## src/rtl/core_feeder_if.sv

```systemverilog
// Purpose : bundles the host input stream, core rdy/forward/backward/x/e, vld/y
//           interface and host result handshake of the core feeder.
// Latency : n/a (wiring only).
// Backpressure: n/a; master = feeder side, slave = host/core side.
// Signals : in_valid/in_ready/in_data/in_last/tgt   host -> feeder vector load
//           rdy/forward/backward/x/e                 feeder -> core beats
//           vld/y                                    core -> feeder result
//           out_valid/out_ready/out_y/out_err        feeder -> host result
//           timeout                                  sticky core-timeout flag
interface core_feeder_if #(
   parameter int DW = 16
);
   logic          in_valid;
   logic          in_ready;
   logic [DW-1:0] in_data;
   logic          in_last;
   logic [DW-1:0] tgt;

   logic          rdy;
   logic          forward;
   logic          backward;
   logic [DW-1:0] x;
   logic [DW-1:0] e;
   logic          vld;
   logic [DW-1:0] y;

   logic          out_valid;
   logic          out_ready;
   logic [DW-1:0] out_y;
   logic [DW-1:0] out_err;
   logic          timeout;

   modport master (
      input  in_valid, in_data, in_last, tgt, vld, y, out_ready,
      output in_ready, rdy, forward, backward, x, e,
             out_valid, out_y, out_err, timeout
   );

   modport slave (
      output in_valid, in_data, in_last, tgt, vld, y, out_ready,
      input  in_ready, rdy, forward, backward, x, e,
             out_valid, out_y, out_err, timeout
   );
endinterface

```

## src/rtl/core_feeder.sv

```systemverilog
// Purpose : buffers one N-word vector from the host, replays it to the core as a
//           forward pass, captures y, optionally forms the scaled error and
//           replays the vector again as a backward (weight-update) pass.
// Latency : first input beat to out_valid = N + N + vld delay + 1 + N + 1 cycles
//           (training build); N + N + vld delay + 1 without training.
// Backpressure: in_ready drops once a vector is loaded until the host takes the
//           result; out_y/out_err hold while out_valid && !out_ready.
// Ports   : clk, rst (synchronous, active-low), bus (core_feeder_if.master).
// Macro   : FEEDER_TRAIN_EN enables the ERR/BWD training path; when undefined the
//           block is inference only (backward, e, out_err tied to 0, tgt unused).
module core_feeder #(
   parameter int N        = 100,
   parameter int DW       = 16,
   parameter int LR_SHIFT = 4,
   parameter int TIMEOUT  = 64
) (
   input  logic          clk,
   input  logic          rst,
   core_feeder_if.master bus
);

   localparam int IW = $clog2(N + 1);
   localparam int AW = (N > 1) ? $clog2(N) : 1;
   localparam int WW = (TIMEOUT > 1) ? $clog2(TIMEOUT) : 1;

   typedef enum logic [2:0] {
      IDLE,
      LOAD,
      FWD,
      WAIT_Y,
      ERR,
      BWD,
      DONE
   } state_t;

   state_t        state_q, state_d;
   logic [IW-1:0] idx_q, idx_d;
   logic [WW-1:0] wcnt_q, wcnt_d;
   logic [DW-1:0] out_y_q, out_y_d;
   logic          timeout_q, timeout_d;
   logic [DW-1:0] vec_mem [N];

   logic          in_ready;
   logic          accept;
   logic          load_end;
   logic [IW-1:0] wr_idx;

`ifdef FEEDER_TRAIN_EN
   logic [DW-1:0]        tgt_q, tgt_d;
   logic [DW-1:0]        err_q, err_d;
   logic [DW:0]          raw;
   logic signed [DW-1:0] sat;
   logic [DW-1:0]        e_calc;
`else
   logic unused_tgt;
   assign unused_tgt = ^bus.tgt;
`endif

   // in_ready is also gated by rst so the host sees no acceptance while reset is held.
   assign in_ready = rst && ((state_q == IDLE) || ((state_q == LOAD) && (idx_q < IW'(N))));
   assign accept   = bus.in_valid && in_ready;
   // IDLE always writes slot 0, regardless of where the counter was left.
   assign wr_idx   = (state_q == IDLE) ? '0 : idx_q;
   // The N-th word ends the load even without in_last; this also covers N=1.
   assign load_end = accept && (bus.in_last || (wr_idx == IW'(N - 1)));

   // Vector buffer: no reset needed, contents are rewritten before every replay.
   // A short vector clears all higher slots in the same cycle as its last word,
   // so padding is finished before FWD begins.
   always_ff @(posedge clk) begin
      if (accept) begin
         for (int m = 0; m < N; m++) begin
            if (IW'(m) == wr_idx) begin
               vec_mem[m] <= bus.in_data;
            end else if (load_end && (IW'(m) > wr_idx)) begin
               vec_mem[m] <= '0;
            end
         end
      end
   end

`ifdef FEEDER_TRAIN_EN
   // raw = tgt - y at DW+1 bits; overflow shows up as the top two bits differing.
   always_comb begin
      raw = {tgt_q[DW-1], tgt_q} - {out_y_q[DW-1], out_y_q};
      sat = raw[DW-1:0];
      if (raw[DW] != raw[DW-1]) begin
         sat = raw[DW] ? {1'b1, {(DW-1){1'b0}}} : {1'b0, {(DW-1){1'b1}}};
      end
      e_calc = sat >>> LR_SHIFT;
   end
`endif

   always_comb begin
      state_d   = state_q;
      idx_d     = idx_q;
      wcnt_d    = wcnt_q;
      out_y_d   = out_y_q;
      timeout_d = timeout_q;
`ifdef FEEDER_TRAIN_EN
      tgt_d     = tgt_q;
      err_d     = err_q;
`endif
      case (state_q)
         IDLE, LOAD: begin
            if (accept) begin
               if (load_end) begin
`ifdef FEEDER_TRAIN_EN
                  tgt_d   = bus.tgt;
`endif
                  idx_d   = '0;
                  state_d = FWD;
               end else begin
                  idx_d   = wr_idx + 1'b1;
                  state_d = LOAD;
               end
            end
         end
         FWD: begin
            // vld during the forward pass is ignored; only WAIT_Y listens.
            if (idx_q == IW'(N - 1)) begin
               idx_d   = '0;
               wcnt_d  = '0;
               state_d = WAIT_Y;
            end else begin
               idx_d = idx_q + 1'b1;
            end
         end
         WAIT_Y: begin
            if (bus.vld) begin
               out_y_d = bus.y;
`ifdef FEEDER_TRAIN_EN
               state_d = ERR;
`else
               state_d = DONE;
`endif
            end else if (wcnt_q == WW'(TIMEOUT - 1)) begin
               timeout_d = 1'b1;
               out_y_d   = '0;
`ifdef FEEDER_TRAIN_EN
               err_d     = '0;
`endif
               state_d   = DONE;
            end else begin
               wcnt_d = wcnt_q + 1'b1;
            end
         end
`ifdef FEEDER_TRAIN_EN
         ERR: begin
            err_d   = e_calc;
            idx_d   = '0;
            state_d = BWD;
         end
         BWD: begin
            if (idx_q == IW'(N - 1)) begin
               idx_d   = '0;
               state_d = DONE;
            end else begin
               idx_d = idx_q + 1'b1;
            end
         end
`endif
         DONE: begin
            if (bus.out_ready) begin
               state_d = IDLE;
            end
         end
         default: begin
            state_d = IDLE;
         end
      endcase
   end

   always_ff @(posedge clk) begin
      if (!rst) begin
         state_q   <= IDLE;
         idx_q     <= '0;
         wcnt_q    <= '0;
         out_y_q   <= '0;
         timeout_q <= 1'b0;
`ifdef FEEDER_TRAIN_EN
         tgt_q     <= '0;
         err_q     <= '0;
`endif
      end else begin
         state_q   <= state_d;
         idx_q     <= idx_d;
         wcnt_q    <= wcnt_d;
         out_y_q   <= out_y_d;
         timeout_q <= timeout_d;
`ifdef FEEDER_TRAIN_EN
         tgt_q     <= tgt_d;
         err_q     <= err_d;
`endif
      end
   end

   assign bus.in_ready  = in_ready;
   assign bus.forward   = (state_q == FWD);
`ifdef FEEDER_TRAIN_EN
   assign bus.backward  = (state_q == BWD);
   assign bus.e         = (state_q == BWD) ? err_q : '0;
   assign bus.out_err   = err_q;
`else
   assign bus.backward  = 1'b0;
   assign bus.e         = '0;
   assign bus.out_err   = '0;
`endif
   assign bus.rdy       = bus.forward || bus.backward;
   assign bus.x         = bus.rdy ? vec_mem[idx_q[AW-1:0]] : '0;
   assign bus.out_valid = (state_q == DONE);
   assign bus.out_y     = out_y_q;
   assign bus.timeout   = timeout_q;

endmodule

```

## src/flat_wrapper.sv

```systemverilog
// flat-port wrapper written by rule: the top's interface ports become plain ports
module core_feeder_flat 
#(
   parameter int N        = 100,
   parameter int DW       = 16,
   parameter int LR_SHIFT = 4,
   parameter int TIMEOUT  = 64
)
  (clk, rst, bus_in_valid, bus_in_data, bus_in_last, bus_tgt, bus_vld, bus_y, bus_out_ready, bus_in_ready, bus_rdy, bus_forward, bus_backward, bus_x, bus_e, bus_out_valid, bus_out_y, bus_out_err, bus_timeout);
  core_feeder_if #(.DW(DW)) bus_i ();
  input  logic clk;
  input  logic rst;
  input wire logic [$bits(bus_i.in_valid)-1:0] bus_in_valid;
  input wire logic [$bits(bus_i.in_data)-1:0] bus_in_data;
  input wire logic [$bits(bus_i.in_last)-1:0] bus_in_last;
  input wire logic [$bits(bus_i.tgt)-1:0] bus_tgt;
  input wire logic [$bits(bus_i.vld)-1:0] bus_vld;
  input wire logic [$bits(bus_i.y)-1:0] bus_y;
  input wire logic [$bits(bus_i.out_ready)-1:0] bus_out_ready;
  output wire logic [$bits(bus_i.in_ready)-1:0] bus_in_ready;
  output wire logic [$bits(bus_i.rdy)-1:0] bus_rdy;
  output wire logic [$bits(bus_i.forward)-1:0] bus_forward;
  output wire logic [$bits(bus_i.backward)-1:0] bus_backward;
  output wire logic [$bits(bus_i.x)-1:0] bus_x;
  output wire logic [$bits(bus_i.e)-1:0] bus_e;
  output wire logic [$bits(bus_i.out_valid)-1:0] bus_out_valid;
  output wire logic [$bits(bus_i.out_y)-1:0] bus_out_y;
  output wire logic [$bits(bus_i.out_err)-1:0] bus_out_err;
  output wire logic [$bits(bus_i.timeout)-1:0] bus_timeout;
  assign bus_i.in_valid = bus_in_valid;
  assign bus_i.in_data = bus_in_data;
  assign bus_i.in_last = bus_in_last;
  assign bus_i.tgt = bus_tgt;
  assign bus_i.vld = bus_vld;
  assign bus_i.y = bus_y;
  assign bus_i.out_ready = bus_out_ready;
  assign bus_in_ready = bus_i.in_ready;
  assign bus_rdy = bus_i.rdy;
  assign bus_forward = bus_i.forward;
  assign bus_backward = bus_i.backward;
  assign bus_x = bus_i.x;
  assign bus_e = bus_i.e;
  assign bus_out_valid = bus_i.out_valid;
  assign bus_out_y = bus_i.out_y;
  assign bus_out_err = bus_i.out_err;
  assign bus_timeout = bus_i.timeout;
  core_feeder #(.N(N), .DW(DW), .LR_SHIFT(LR_SHIFT), .TIMEOUT(TIMEOUT)) u_core (.clk(clk), .rst(rst), .bus(bus_i));
endmodule
```

## config.mk

```make
export PLATFORM = sky130hd
export DESIGN_NAME = core_feeder_flat
export DESIGN_NICKNAME = d
export VERILOG_FILES = /design/src/rtl/core_feeder_if.sv /design/src/rtl/core_feeder.sv /design/src/flat_wrapper.sv
export SDC_FILE = /design/constraint.sdc
export NUM_CORES = 2
export LEC_CHECK = 0
export CAP_MARGIN = 25
export CORE_AREA = 2 2 473 475
export CTS_BUF_LIST = sky130_fd_sc_hd__clkbuf_4
export CTS_CLUSTER_SIZE = 25
export DETAILED_ROUTE_END_ITERATION = 12
export DIE_AREA = 0 0 475 477
export PLACE_DENSITY_LB_ADDON = 0.12
export SETUP_SLACK_MARGIN = 0.2
export SYNTH_ARGS = -nofsm -noshare
export SYNTH_HDL_FRONTEND = slang
export SYNTH_SLANG_ARGS = --single-unit
```

## constraint.sdc

```tcl
create_clock -name clk -period 5.05 [get_ports clk]
set_input_delay 1.01 -clock clk [delete_from_list [all_inputs] [get_ports clk]]
set_output_delay 1.01 -clock clk [all_outputs]
set_load 0.02 [all_outputs]
```

# Yosys cells after proc, flatten, opt, wreduce, memory -nomap -nowiden
# Memory sizes are Yosys's and may differ from the RTL's. A register that Yosys moved wholly into a read port is not among the register bits.
# Cells that the tools add are included.
# totals
regBits	33
mem_bits_rw	1600
in_bits	54
elab_cells	1261
n_memories	1
# classes
addsub	3
n_lt_le_gt_ge	101
eq_ne	112
muxes	821
bitwise	101
reduce_logical	117
# mem_list
memory	depth	word_bits	read_ports	rd_clocked_by_memory_dff	wr	line_no	rtl
u_core.vec_mem	100	16	1	1	100	core_feeder.sv:41	logic [DW-1:0] vec_mem [N];
# op_table
op	n
16-bit 2-to-1 mux	103
1-bit 2-to-1 mux	700
7-bit equality test, first input constant	36
7-bit greater-than comparator, first input constant	36
6-bit by 7-bit equality test with 1-bit output, first input constant	32
6-bit by 7-bit greater-than comparator with 1-bit output, first input constant	32
5-bit by 7-bit equality test with 1-bit output, first input constant	16
5-bit by 7-bit greater-than comparator with 1-bit output, first input constant	16
1-bit logical AND	104
1-bit bitwise OR	100
4-bit by 7-bit equality test with 1-bit output, first input constant	8
4-bit by 7-bit greater-than comparator with 1-bit output, first input constant	8
7-bit 2-to-1 mux	6
3-bit by 7-bit equality test with 1-bit output, first input constant	4
3-bit by 7-bit greater-than comparator with 1-bit output, first input constant	4
6-bit 2-to-1 mux	3
3-bit 2-to-1 mux	5
7-bit by 1-bit adder with 7-bit output, second input constant	2
2-bit by 7-bit equality test with 1-bit output, first input constant	2
7-bit equality test, second input constant	2
1-bit by 7-bit greater-than comparator with 1-bit output, first input constant	2
2-bit by 7-bit greater-than comparator with 1-bit output, first input constant	2
7-bit one-hot mux with 2 select lines	1
3-bit one-hot mux with 4 select lines	1
21 further kinds	30

# Logic depth before layout (Yosys ltp)
# depth
word_depth	12
mapped_depth	15

# Least setup slack after synthesis
# OpenSTA, ideal clock, no wires.
# synth_path
path_type	register -> register
start	register u_core.state_q[0]
end	memory u_core.vec_mem[98][0], enable pin
setup_ns	0.416
arrival_ns	3.529
path_slack_ns	1.105
path_stages_with_launch	12
n_path_buf	5
period_less_slack_ns	3.945
cell_sequence	dfxtp_1 -> buf_6 -> nor3_2 -> buf_2 -> buf_2 -> buf_1 -> nor2_1 -> inv_1 -> ha_1 -> o21ai_0 -> clkbuf_1 -> o32ai_1
# synth_lines
item	line_no	rtl
start: declaration	core_feeder.sv:36	state_t state_q, state_d;
start signal: assignment	core_feeder.sv:186	state_q <= state_d;
end: declaration	core_feeder.sv:41	

==> impl_metrics.csv <==
group,metric,value,unit
pwr,p_sw,8.03,mW
sta,worst_slew_pin_slew,1.15,ns
setup_path,crit_required,4.04,ns
synthesis,ys.warnings.count,0,
outcome,status,"finished, violations left",
grt,grt-busiest-layer,"met2",
grt,overflow,0,
placed_design,io_buffers,74,
route,drtPass1Iterations,5,
sta,holdWs,0.186,ns
route,vias,48700,
floorplan,die_w,475,um
grt,grt_pass1_wl,375000,um
grt,grt_usage,23.3,%
grt,grt_pass1_vias,49500,
finish,area.growth.synth_to_final,20.0,%
sta,period_needed,5.19,ns
floorplan,fp-row-count,173,
pwr,power.internal,23.7,mW
setup_path,setup.worst_path.start_class,"register",
pwr,swShare,25.3,%
floorplan,dieArea,0.227,mm2
route,antenna_left,0,
cts,cts_inserted_buffers,469,
placed_design,dp_hpwl,167000,um
sta,period_share,103,%
sta,hold_viol,0,
grt,grt_antenna_before_repair,19,
setup_path,crit_type,"reg2out",
floorplan,start_util,34.9,%
synthesis,synth.area.top_cells,"edfxtp_1 (62%), nor2b_1 (9.7%), mux4_2 (9.6%)",
synthesis,synth_cell_type_count,99,
pwr,combPwrFrac,12.2,%
route,drcViolationCount,0,
sta,rsz0062_at_grt,"true",
pwr,clkPwrFrac,38.6,%
cts,cts_tree,"yes",
synthesis,synth_seq_area_share,63.0,%
cts,clk_latency,1.48,ns
pwr,p_seq_share,49.2,%
pwr,p_per_area,342,mW/mm2
finish,drive_gt1_share,31.7,%
cts,cts_root_buffer,"clkbuf_4",
synthesis,netlist_area,0.0773,mm2
synthesis,ys_seq_elements,1640,
grt,use_met3,4.63,%
sta,fin_worst_skew,0.147,ns
sta,slew_headroom,23.4,%
finish,fill_cells,20400,
cts,cts_buffer_depth,4,
sta,worst_slack,-0.139,ns
setup_path,r2r_setup_slack,0.86,ns
route,wl,267000,um
hold_path,min_path_type,"in2reg",
route,wl_per_cell,28.7,um
synthesis,yosys.area.top_type,"edfxtp_1",
synthesis,synth_common_cells,"edfxtp_1 (1,584), nor2b_1 (1,197), and2_1 (410), mux4_2 (329), clkbuf_1 (290)",
synthesis,synthArstFlopShare,0,%
cts,clk_pin_slew,0.07,ns
floorplan,die_height,477,um
pwr,ir_drop,0.280,mV
grt,grt_start_max_net_pins,74,
synthesis,yosysMostFrequentCell,"edfxtp_1",
synthesis,syn_avg_cell_area,14.4,um2
setup_path,arrival,4.18,ns
synthesis,syn_inst,5379,
pwr,total_power,31.7,mW
job,cap_violations,0,
cts,htree_levels,5,
placed_design,gp_congestion,0.921,
route,vias_per_cell,5.23,
setup_path,cp-end-kind,"output port",
floorplan,io_pins,124,
synthesis,ys.flop_type,"edfxtp_1",
sta,max_freq,193,MHz
synthesis,synthDominantCellAreaShare,61.6,%
floorplan,fp.coreArea,0.221,mm2
outcome,violations,"negative setup slack",
sta,slew_viol_final,0,
pwr,p_leak,31.2,nW
finish,nets,6058,
grt,use_met1,32.6,%
cts,cts_sinks,1640,
grt,grt_util_met2,36.2,%
sta,setup-violations-final,15,
synthesis,synth-edff-count,1584,
setup_path,path_max_fanout,7,
route,drt_iter0_markers,4676,
==> final timing paths <==
check                           endpoint                  start  depth (start not counted)
hold reg to reg    u_core.vec_mem[64][0]  u_core.vec_mem[64][0]                          2
setup / recovery               bus_x[14]               register                         10
hold / removal       u_core.bus.out_y[4]               bus_y[4]                          3
setup reg to reg  u_core.vec_mem[94][11]        u_core.idx_q[0]                          9
==> worst max-delay path, stage by stage (launching register included) <==
cell and delay [ns]:
dfxtp_4 0.43, buf_6 0.12, buf_12 0.14, buf_16 0.15
mux4_2 0.57, mux4_2 0.49, nor2b_4 0.14, a21oi_2 0.12
buf_6 0.15, nand4_1 0.25, buf_4 0.26
==> cells in the final DEF (no fill, tap or decap), types with 45 or more instances in the layout <==
cell type,synthesis,final
buf_12,0,53
nor2b_1,1197,1193
mux2_2,62,62
and2_1,410,408
dfxtp_1,56,50
buf_4,74,431
nor2_1,130,124
mux2i_1,118,108
a21oi_1,79,67
clkinv_1,2,86
clkbuf_4,0,705
a22oi_1,104,86
mux4_2,329,329
edfxtp_1,1584,1584
nand3_1,50,45
nand2_1,125,122
==> routing by layer <==
| layer | wire [um] | vias to the layer above | part of all wire [%] |
|---|---|---|---|
| met4 | 8440 | 8 | 3.2 |
| met2 | 123000 | 1825 | 46 |
| met3 | 18400 | 430 | 6.9 |
| met5 | 56 | - | 0.021 |
| li1 | - | 21300 | - |
| met1 | 116000 | 25100 | 44 |
==> layout make-up <==
| type | count | area, um2 | area share, % |
|---|---|---|---|
| Antenna cell | 7 | 17.5 | 0.0189 |
| Clock buffer | 705 | 5290 | 5.71 |
| Clock inverter | 100 | 502 | 0.541 |
| Inverter | 24 | 92.6 | 0.0999 |
| Multi-Input combinational cell | 3221 | 27500 | 29.7 |
| Sequential cell | 1640 | 48700 | 52.5 |
| Tap cell | 2975 | 3720 | 4.02 |
| Timing Repair Buffer | 642 | 6820 | 7.36 |
==> logic make-up (layout without fill, tap and decap cells) <==
| group | after synthesis | after routing | synth area share (%) |
|---|---|---|---|
| and+or+nand+nor | 2115 | 2115 | 16.5 |
| buffers and inverters | 550 | 1471 | 3.29 |
| DFF | 1640 | 1640 | 63.0 |
| muxes | 509 | 509 | 12.0 |
| other | 1 | 40 | 0.00485 |
| adders and majority gates | 6 | 6 | 0.0972 |
| xor gates and xnor gates | 6 | 6 | 0.0680 |
| AOI/OAI and AO/OA | 552 | 552 | 5.04 |
==> stage by stage <==
stage | std cells | util, % | cell area [um2] | setup WS [ns] | TNS, ns
finish | 9314 | 41.9 | 92700 | -0.139 | -0.998
global route | 9309 | 41.9 | 92700 | -0.221 | -2.81
CTS | 9289 | 41.6 | 92200 | -0.313 | -3.77
detailed placement | 8333 | 37.5 | 83000 | 0.233 | 0
global placement | 8320 | 37.4 | 82900 | 0.228 | 0
floorplan | 5411 | - | 77400 | 1.11 | 0
==> flip-flops by register name (all words and copies together), names as in the netlist, named ones only <==
signal	count
u_core.wcnt_q	6
u_core.vec_mem	1600
u_core.state_q	3
u_core.bus.out_y	16
u_core.bus.timeout	1
u_core.idx_q	7
==> repair_timing <==
action | CTS | global route
setup buffers | 117 | 16
pin swaps | 43 | 31
gates cloned | 27 | 0
endpoints found under the setup margin | 16 | 16
hold buffers | 7 | 0
gates resized for setup | 315 | 64
endpoints found under the hold margin | 7 | 0
==> power groups by stage <==
stage,registers [mW],clock network (mW),logic [mW]
2_1_floorplan,15.8,0,2.07
3_3_place_gp,15.9,0,3.25
3_5_place_dp,15.9,0,3.30
4_1_cts,15.6,12.6,3.84
5_1_grt,15.6,13.3,4.10
6_report,15.6,12.2,3.87
Power figures use the tool's default switching activity.
